--- src/rtl/cronometro_bcd_pkg.sv ---
// cronometro_pkg: shared state encoding, BCD digit type and preset clamp for the BCD countdown timer.
package cronometro_pkg;
  typedef enum logic [1:0] {IDLE, RUN, DONE} state_e;
  typedef logic [3:0] bcd_t;
  localparam bcd_t BCD_MAX = 4'd9;
  // Lower digits saturate at 9, the most significant digit at msd_max; digits past `digits` are zero.
  function automatic logic [31:0] clamp_bcd(input logic [31:0] v, input int digits, input int msd_max);
    bcd_t lim;
    clamp_bcd = '0;
    for (int i = 0; i < 8; i++) begin
      lim = (i == digits - 1) ? bcd_t'(msd_max) : BCD_MAX;
      if (i < digits) clamp_bcd[4*i+:4] = (v[4*i+:4] > lim) ? lim : v[4*i+:4];
    end
  endfunction
endpackage

--- src/rtl/cronometro_bcd_if.sv ---
// cronometro_bcd_if: control, preset and status bundle of the BCD countdown timer.
interface cronometro_bcd_if #(parameter int DIGITS = 2);
  logic                  tick;
  logic                  load;
  logic                  run;
  logic                  auto_reload;
  logic [4*DIGITS-1:0]   preset;
  logic [4*DIGITS-1:0]   alert_val;
  logic [4*DIGITS-1:0]   count;
  logic                  zero;
  logic                  alert;
  logic                  expire;
  logic                  busy;
  modport master (output tick, load, run, auto_reload, preset, alert_val,
                  input  count, zero, alert, expire, busy);
  modport slave  (input  tick, load, run, auto_reload, preset, alert_val,
                  output count, zero, alert, expire, busy);
endinterface

--- src/rtl/cronometro_bcd_digit_down.sv ---
// bcd_digit_down: one loadable BCD digit that decrements on borrow-in and wraps 0 to 9.
module bcd_digit_down
  import cronometro_pkg::*;
(
  input  logic clk,
  input  logic rst_n,
  input  logic load_i,
  input  bcd_t load_val_i,
  input  logic dec_i,
  input  logic borrow_i,
  output logic borrow_o,
  output bcd_t value_o
);
  bcd_t value_q, value_d;
  always_comb value_d = load_i ? load_val_i :
                        (dec_i && borrow_i) ? ((value_q == '0) ? BCD_MAX : value_q - 4'd1) : value_q;
  always_ff @(posedge clk or negedge rst_n)
    if (!rst_n) value_q <= '0;
    else value_q <= value_d;
  assign borrow_o = borrow_i && (value_q == '0);
  assign value_o  = value_q;
endmodule

--- src/rtl/cronometro_bcd.sv ---
// cronometro_bcd: multi-digit BCD countdown timer with clamped preset, alert compare and auto-reload.
module cronometro_bcd
  import cronometro_pkg::*;
#(
  parameter int DIGITS  = 2,
  parameter int MSD_MAX = 3
)(
  input logic clock,
  input logic reset_n,
  cronometro_bcd_if.slave bus
);
  localparam int W = 4 * DIGITS;
  state_e         state_q;
  logic           expire_q;
  logic [W-1:0]   count, preset_c;
  logic [DIGITS:0] borrow;
  logic           at_zero, at_one, step, reload;
  assign preset_c = W'(clamp_bcd(32'(bus.preset), DIGITS, MSD_MAX));
  // With borrow[0] tied high the chain's carry-out is exactly "all digits zero".
  assign borrow[0] = 1'b1;
  assign at_zero   = borrow[DIGITS];
  assign at_one    = (count == W'(1));
  assign step      = (state_q == RUN) && bus.run && bus.tick;
  assign reload    = bus.load || (step && at_zero);
  for (genvar g = 0; g < DIGITS; g++) begin : g_dig
    bcd_digit_down u_dig (
      .clk        (clock),
      .rst_n      (reset_n),
      .load_i     (reload),
      .load_val_i (preset_c[4*g+:4]),
      .dec_i      (step && !at_zero),
      .borrow_i   (borrow[g]),
      .borrow_o   (borrow[g+1]),
      .value_o    (count[4*g+:4])
    );
  end
  always_ff @(posedge clock or negedge reset_n)
    if (!reset_n) begin
      state_q  <= IDLE;
      expire_q <= 1'b0;
    end else if (bus.load) begin
      state_q  <= IDLE;
      expire_q <= 1'b0;
    end else begin
      expire_q <= step && at_one;
      case (state_q)
        IDLE: if (bus.run && !at_zero) state_q <= RUN;
        RUN:
          if (!bus.run) state_q <= IDLE;
          else if (bus.tick && at_one && !bus.auto_reload) state_q <= DONE;
          else if (bus.tick && at_zero && preset_c == '0) state_q <= IDLE;
        default: state_q <= state_q;
      endcase
    end
  assign bus.count  = count;
  assign bus.zero   = at_zero;
  assign bus.alert  = (count == bus.alert_val);
  assign bus.expire = expire_q;
  assign bus.busy   = (state_q == RUN);
endmodule

--- src/flat_wrapper.sv ---
// flat-port wrapper written by rule: the top's interface ports become plain ports
module cronometro_bcd_flat import cronometro_pkg::*;
#(
  parameter int DIGITS  = 2,
  parameter int MSD_MAX = 3
)
  (clock, reset_n, bus_tick, bus_load, bus_run, bus_auto_reload, bus_preset, bus_alert_val, bus_count, bus_zero, bus_alert, bus_expire, bus_busy);
  cronometro_bcd_if #(.DIGITS(DIGITS)) bus_i ();
  input logic clock;
  input logic reset_n;
  input wire logic [$bits(bus_i.tick)-1:0] bus_tick;
  input wire logic [$bits(bus_i.load)-1:0] bus_load;
  input wire logic [$bits(bus_i.run)-1:0] bus_run;
  input wire logic [$bits(bus_i.auto_reload)-1:0] bus_auto_reload;
  input wire logic [$bits(bus_i.preset)-1:0] bus_preset;
  input wire logic [$bits(bus_i.alert_val)-1:0] bus_alert_val;
  output wire logic [$bits(bus_i.count)-1:0] bus_count;
  output wire logic [$bits(bus_i.zero)-1:0] bus_zero;
  output wire logic [$bits(bus_i.alert)-1:0] bus_alert;
  output wire logic [$bits(bus_i.expire)-1:0] bus_expire;
  output wire logic [$bits(bus_i.busy)-1:0] bus_busy;
  assign bus_i.tick = bus_tick;
  assign bus_i.load = bus_load;
  assign bus_i.run = bus_run;
  assign bus_i.auto_reload = bus_auto_reload;
  assign bus_i.preset = bus_preset;
  assign bus_i.alert_val = bus_alert_val;
  assign bus_count = bus_i.count;
  assign bus_zero = bus_i.zero;
  assign bus_alert = bus_i.alert;
  assign bus_expire = bus_i.expire;
  assign bus_busy = bus_i.busy;
  cronometro_bcd #(.DIGITS(DIGITS), .MSD_MAX(MSD_MAX)) u_core (.clock(clock), .reset_n(reset_n), .bus(bus_i));
endmodule
--- config.mk ---
export PLATFORM = sky130hd
export DESIGN_NAME = cronometro_bcd_flat
export DESIGN_NICKNAME = d
export VERILOG_FILES = /design/src/rtl/cronometro_bcd_pkg.sv /design/src/rtl/cronometro_bcd_if.sv /design/src/rtl/cronometro_bcd_digit_down.sv /design/src/rtl/cronometro_bcd.sv /design/src/flat_wrapper.sv
export SDC_FILE = /design/constraint.sdc
export NUM_CORES = 1
export LEC_CHECK = 0
export ABC_CLOCK_PERIOD_IN_PS = 3600
export CORE_MARGIN = 2
export CORE_UTILIZATION = 44
export CTS_CLUSTER_DIAMETER = 120
export DETAILED_ROUTE_END_ITERATION = 6
export GPL_ROUTABILITY_DRIVEN = 1
export PLACE_DENSITY_LB_ADDON = 0.1
export SYNTH_ARGS = -nofsm -noshare
export SYNTH_HDL_FRONTEND = slang
export SYNTH_SLANG_ARGS = --single-unit
--- constraint.sdc ---
create_clock -name clock -period 3.6 [get_ports clock]
set_input_delay 0.72 -clock clock [delete_from_list [all_inputs] [get_ports clock]]
set_output_delay 0.72 -clock clock [all_outputs]
set_load 0.05 [all_outputs]
Word level (Yosys, flattened, before mapping)
Index checks and enable logic that the tools add are counted.

Flip-flop bits (word level): 11. Output and inout bits: 12. Logic and storage cells: 51.

Add/subtract/negate cells: 2. Order comparisons: 2. Eq/ne operators: 5. Muxes and demuxes: 15. Reductions and logical operators: 23.

Operators with widths (number): $mux W4 (8); $logic_and A1 B1 Y1 (12); $mux W2 (5); $eq A8 B1 Y1 const B (1); $eq A8 B8 Y1 (1); $logic_not A4 Y1 (2); $logic_not A8 Y1 (1); $sub A4 B1 Y4 const B (2); $ne A5 B3 Y1 const B (1); $gt A4 B2 Y1 const B (1); $gt A4 B4 Y1 const B (1); $pmux W2 S2 (1); $reduce_bool A2 Y1 (2); $ne A3 B2 Y1 const B (1); $reduce_and A3 Y1 (1); $reduce_bool A3 Y1 (1); $eq A2 B1 Y1 const B (1); $logic_not A1 Y1 (2); $logic_not A2 Y1 (1); $logic_or A1 B1 Y1 (1); $mux W1 (1).

Logic depth before layout (Yosys ltp)
Depth after elaboration: 9. Gate-level depth with buffers: 6. Mapped depth without buffers: 5.

Hierarchy
Synthesis repeated with hierarchy kept, for this count alone.

Cells, all modules: 90. Area, all modules: 830.8 µm².

Modules (own cells, without submodules): bcd_digit_down (times used 2, cells each 24, area an instance 225.2 µm², sequential area each 100.1 µm²); cronometro_bcd (times used 1, cells each 42, area an instance 380.4 µm², sequential area each 75.1 µm²).

Worst setup path after synthesis
Ideal clock, no wire load.

Path type: reg-to-output. Start point: reg u_core.g_dig[0].u_dig.value_q[0]. End point: out bus_alert. Arrival time: 1758 ps. Required time: 2880 ps. Setup slack: 1122 ps. Cell stages (with the launch flop): 5. Buffers on the path: 1. Cells stage by stage: dfrtp_1 -> buf_2 -> xnor2_1 -> nand4_1 -> nor2_1.

Cells in the longest elaborated chain, start to end: 1.

RTL lines: from (decl) (RTL line cronometro_bcd_digit_down.sv:14) `bcd_t value_q, value_d;`; from (signal assigned) (RTL line cronometro_bcd_digit_down.sv:19) `else value_q <= value_d;`; $eq A8 B8 Y1 (RTL line cronometro_bcd.sv:57) `assign bus.alert = (count == bus.alert_val);`; to (decl) (RTL line flat_wrapper.sv:19) `output wire logic [$bits(bus_i.alert)-1:0] bus_alert;`.

Every way passes these cells.

Worst setup path in the final report
Start point: in bus_alert_val[2]. End point: out bus_alert.

Cells in the longest elaborated chain, start to end: 1.

RTL lines: from (decl) (RTL line flat_wrapper.sv:16) `input wire logic [$bits(bus_i.alert_val)-1:0] bus_alert_val;`; $eq A8 B8 Y1 (RTL line cronometro_bcd.sv:57).

Every way passes these cells.

==> results.toml <==
[sta]
fin_ws_ns = 0.549
whs_ns = 0.625
fmaxAchievable_ghz = 0.328
maxSlewViolCount = 0
period_needed_ns = 3.05
worst_slew_pin_slew_ns = 0.591
finalSetupViolCount = 0
skew_ns = 0.0130
tns_ns = 0
fin_crit_sh_pct = 84.7
rsz0062_at_grt = "false"
slew_headroom_pct = 60.5
hold_viol = 0

[floorplanning]
coreArea_um2 = 1690
chipWidth_um = 46.1
fp-row-count = 15
start_util_pct = 46.1
die_y_um = 46.1
die_area_um2 = 2120
io_pins = 34

[grt]
grt_pass1_wl_um = 3160
grt_pass1_vias = 733
track_usage_pct = 21.2
grt_start_max_net_pins = 16
grt_remaining_overflow = 0
antenna_found_initial = 0

[place]
place_hpwl_um = 1520
routabilityCongestion = 0.814
dp_slack_ns = 0.540
portBuffers = 33
dpl.cell_count = 130

[critical_path]
worstPathRequired_ns = 2.88
startpoint_type = "primary input"
critical_path_class = "primary input to primary output"
r2r-start = "u_core.g_dig[1].u_dig.value_o[0]"
r2r_cells = 5
crit_path_end = "bus_alert"
crit_path_end_kind = "primary output"
reg2reg_slack_ns = 1.98
cp_max_fo = 1
arrival_ns = 2.33
r2r_end = "u_core.g_dig[0].u_dig.value_o[0]"
cp-startpoint = "bus_alert_val[2]"

[cts]
root_buffer = "clkbuf_4"
cts_buffer_depth = 2
cts_made_buffers = 3
clock_latency_ns = 0.28
cts.reportedPaths.clkPinSlew_ns = 0.07
cts_resized = 0
clock-sinks = 11
h-tree-depth = 1
holdBufCountCts = 0
cts_tree = "done"
cts_setup_buffers = 0

[synthesis]
ys_warn_count = 0
synth-seq-area-share_pct = 35.4
yosysMostFrequentCell = "dfrtp_1"
synth_top_area_share_pct = 35.4
synthTopCellsByCount = "dfrtp_1, xnor2_1, nor2_1"
synthArstFlopShare_pct = 100
ys_ff_latch = 11
synthFlopType = "dfrtp_1"
syn_nets = 104
synthCells = 82
synthTopCellsByArea = "dfrtp_1, xnor2_1, nor4_4, nor2_1, nand4_2"
syn_avg_cell_area_um2 = 9.49
syn-cell-area_um2 = 778
yosysTopAreaCell = "dfrtp_1"
yosysUniqueCellTypes = 36
synth_edf_count = 0

[drt]
via_per_inst = 5.74
drtIter0Drc = 17
routed_wl_um = 1970
vias = 769
wl_per_cell_um = 14.7
dr.pass1.iters = 4
drc_errors = 0
drt.antenna.violating_nets = 0

[layout]
instances_no_fill = 134
final_nets = 140
diodes = 0
areaGrowthSynthToFinish_pct = 47.6
layout-drive-gt1-share_pct = 11.1
n_fill_cell = 153

[power_and_ir_drop]
finalPower_mw = 0.344
vdd_drop_max_mv = 0.240
p_leak_nw = 0.441
p_per_area_nw_per_um2 = 300

[flow_run]
cap_violations = 0

[status]
status = "completed"

[min_path]
hold_path.class = "flop to flop"
## flip-flops by register name, indices dropped and copies added, names as in the netlist
signal and cells:
u_core.g_dig.u_dig.value_o 8, u_core.bus.expire 1, u_core.state_q 2
## per-layer routing
| layer | wire, um | up-vias | part of all wire [%] | GRT usage, % |
|---|---|---|---|---|
| met5 | 0 | - | 0 | 0 |
| met4 | 24 | 0 | 1.2 | 9.71 |
| met3 | 117 | 4 | 6.0 | 3.14 |
| met2 | 936 | 34 | 48 | 34.7 |
| met1 | 888 | 356 | 45 | 27.3 |
| li1 | - | 375 | - | - |
## critical path, cell delays in order
cell	delay (ns)
clkdlybuf4s50_1	0.47
xnor2_1	0.12
nand4_1	0.11
nor2_1	0.11
clkdlybuf4s50_1	0.80
## cells by family after synthesis
group	count (synthesis)	synth area share, %
simple gates	32	29.7
compound gates	19	17.8
flops	11	35.4
xor+xnor	10	11.3
buf+inv	9	4.50
mux	1	1.29
## per-stage QoR
step | instance area (um^2) | util, %
floorplan | 778 | -
global placement | 1120 | 66.4
detailed placement | 1120 | 66.4
CTS | 1150 | 68.0
global route | 1150 | 68.0
finish | 1150 | 68.0
## report_power, final
group          total (mW)  switching, mW  internal, mW  leakage [nW]
logic               0.110         0.0574        0.0524         0.288
clock network      0.0909         0.0496        0.0413        0.0177
registers           0.143         0.0135         0.130         0.136
total               0.344          0.121         0.223         0.441
## worst min path at each step
stage / end / from / slack, ns / cells after the start
after floorplan: u_core.bus.expire / reset_n / 0.42 / 0
after global placement: u_core.state_q[1] / u_core.state_q[1] / 0.60 / 2
after detailed placement: u_core.state_q[1] / u_core.state_q[1] / 0.61 / 2
after CTS: u_core.state_q[1] / u_core.state_q[1] / 0.62 / 2
after global routing: u_core.state_q[1] / u_core.state_q[1] / 0.67 / 2
final: u_core.state_q[1] / u_core.state_q[1] / 0.62 / 2
## placed cells by master (no fill, tap or decap), drive strengths merged
master,count
clkdlybuf4s50,33
nor3b,1
mux2i,1
o21a,2
nand3,2
o2bb2ai,1
o32ai,1
a2111oi,1
or3b,1
o22a,1
and4b,1
nand2b,2
nor4,2
dfrtp,11
clkbuf,3
nand3b,1
nand2,1
o31ai,1
nand4b,1
o32a,1
o21ai,4
inv,7
xnor2,10
nor2,9
o41a,1
nand4,5
nor2b,2
a21oi,4
nor3,4
clkinv,1
a31oi,1
o22ai,1
## cell type report
| cell class | instances | area (um^2) | share of cell area (%) |
|---|---|---|---|
| tap | 17 | 21.3 | 1.85 |
| clock inverter | 1 | 5.00 | 0.436 |
| multi-input combinational | 62 | 468 | 40.7 |
| clock buffer | 3 | 22.5 | 1.96 |
| timing repair buffer | 33 | 330 | 28.8 |
| inverter | 7 | 26.3 | 2.29 |
| sequential | 11 | 275 | 24.0 |
Note: power is estimated with default switching activity, not from simulation.
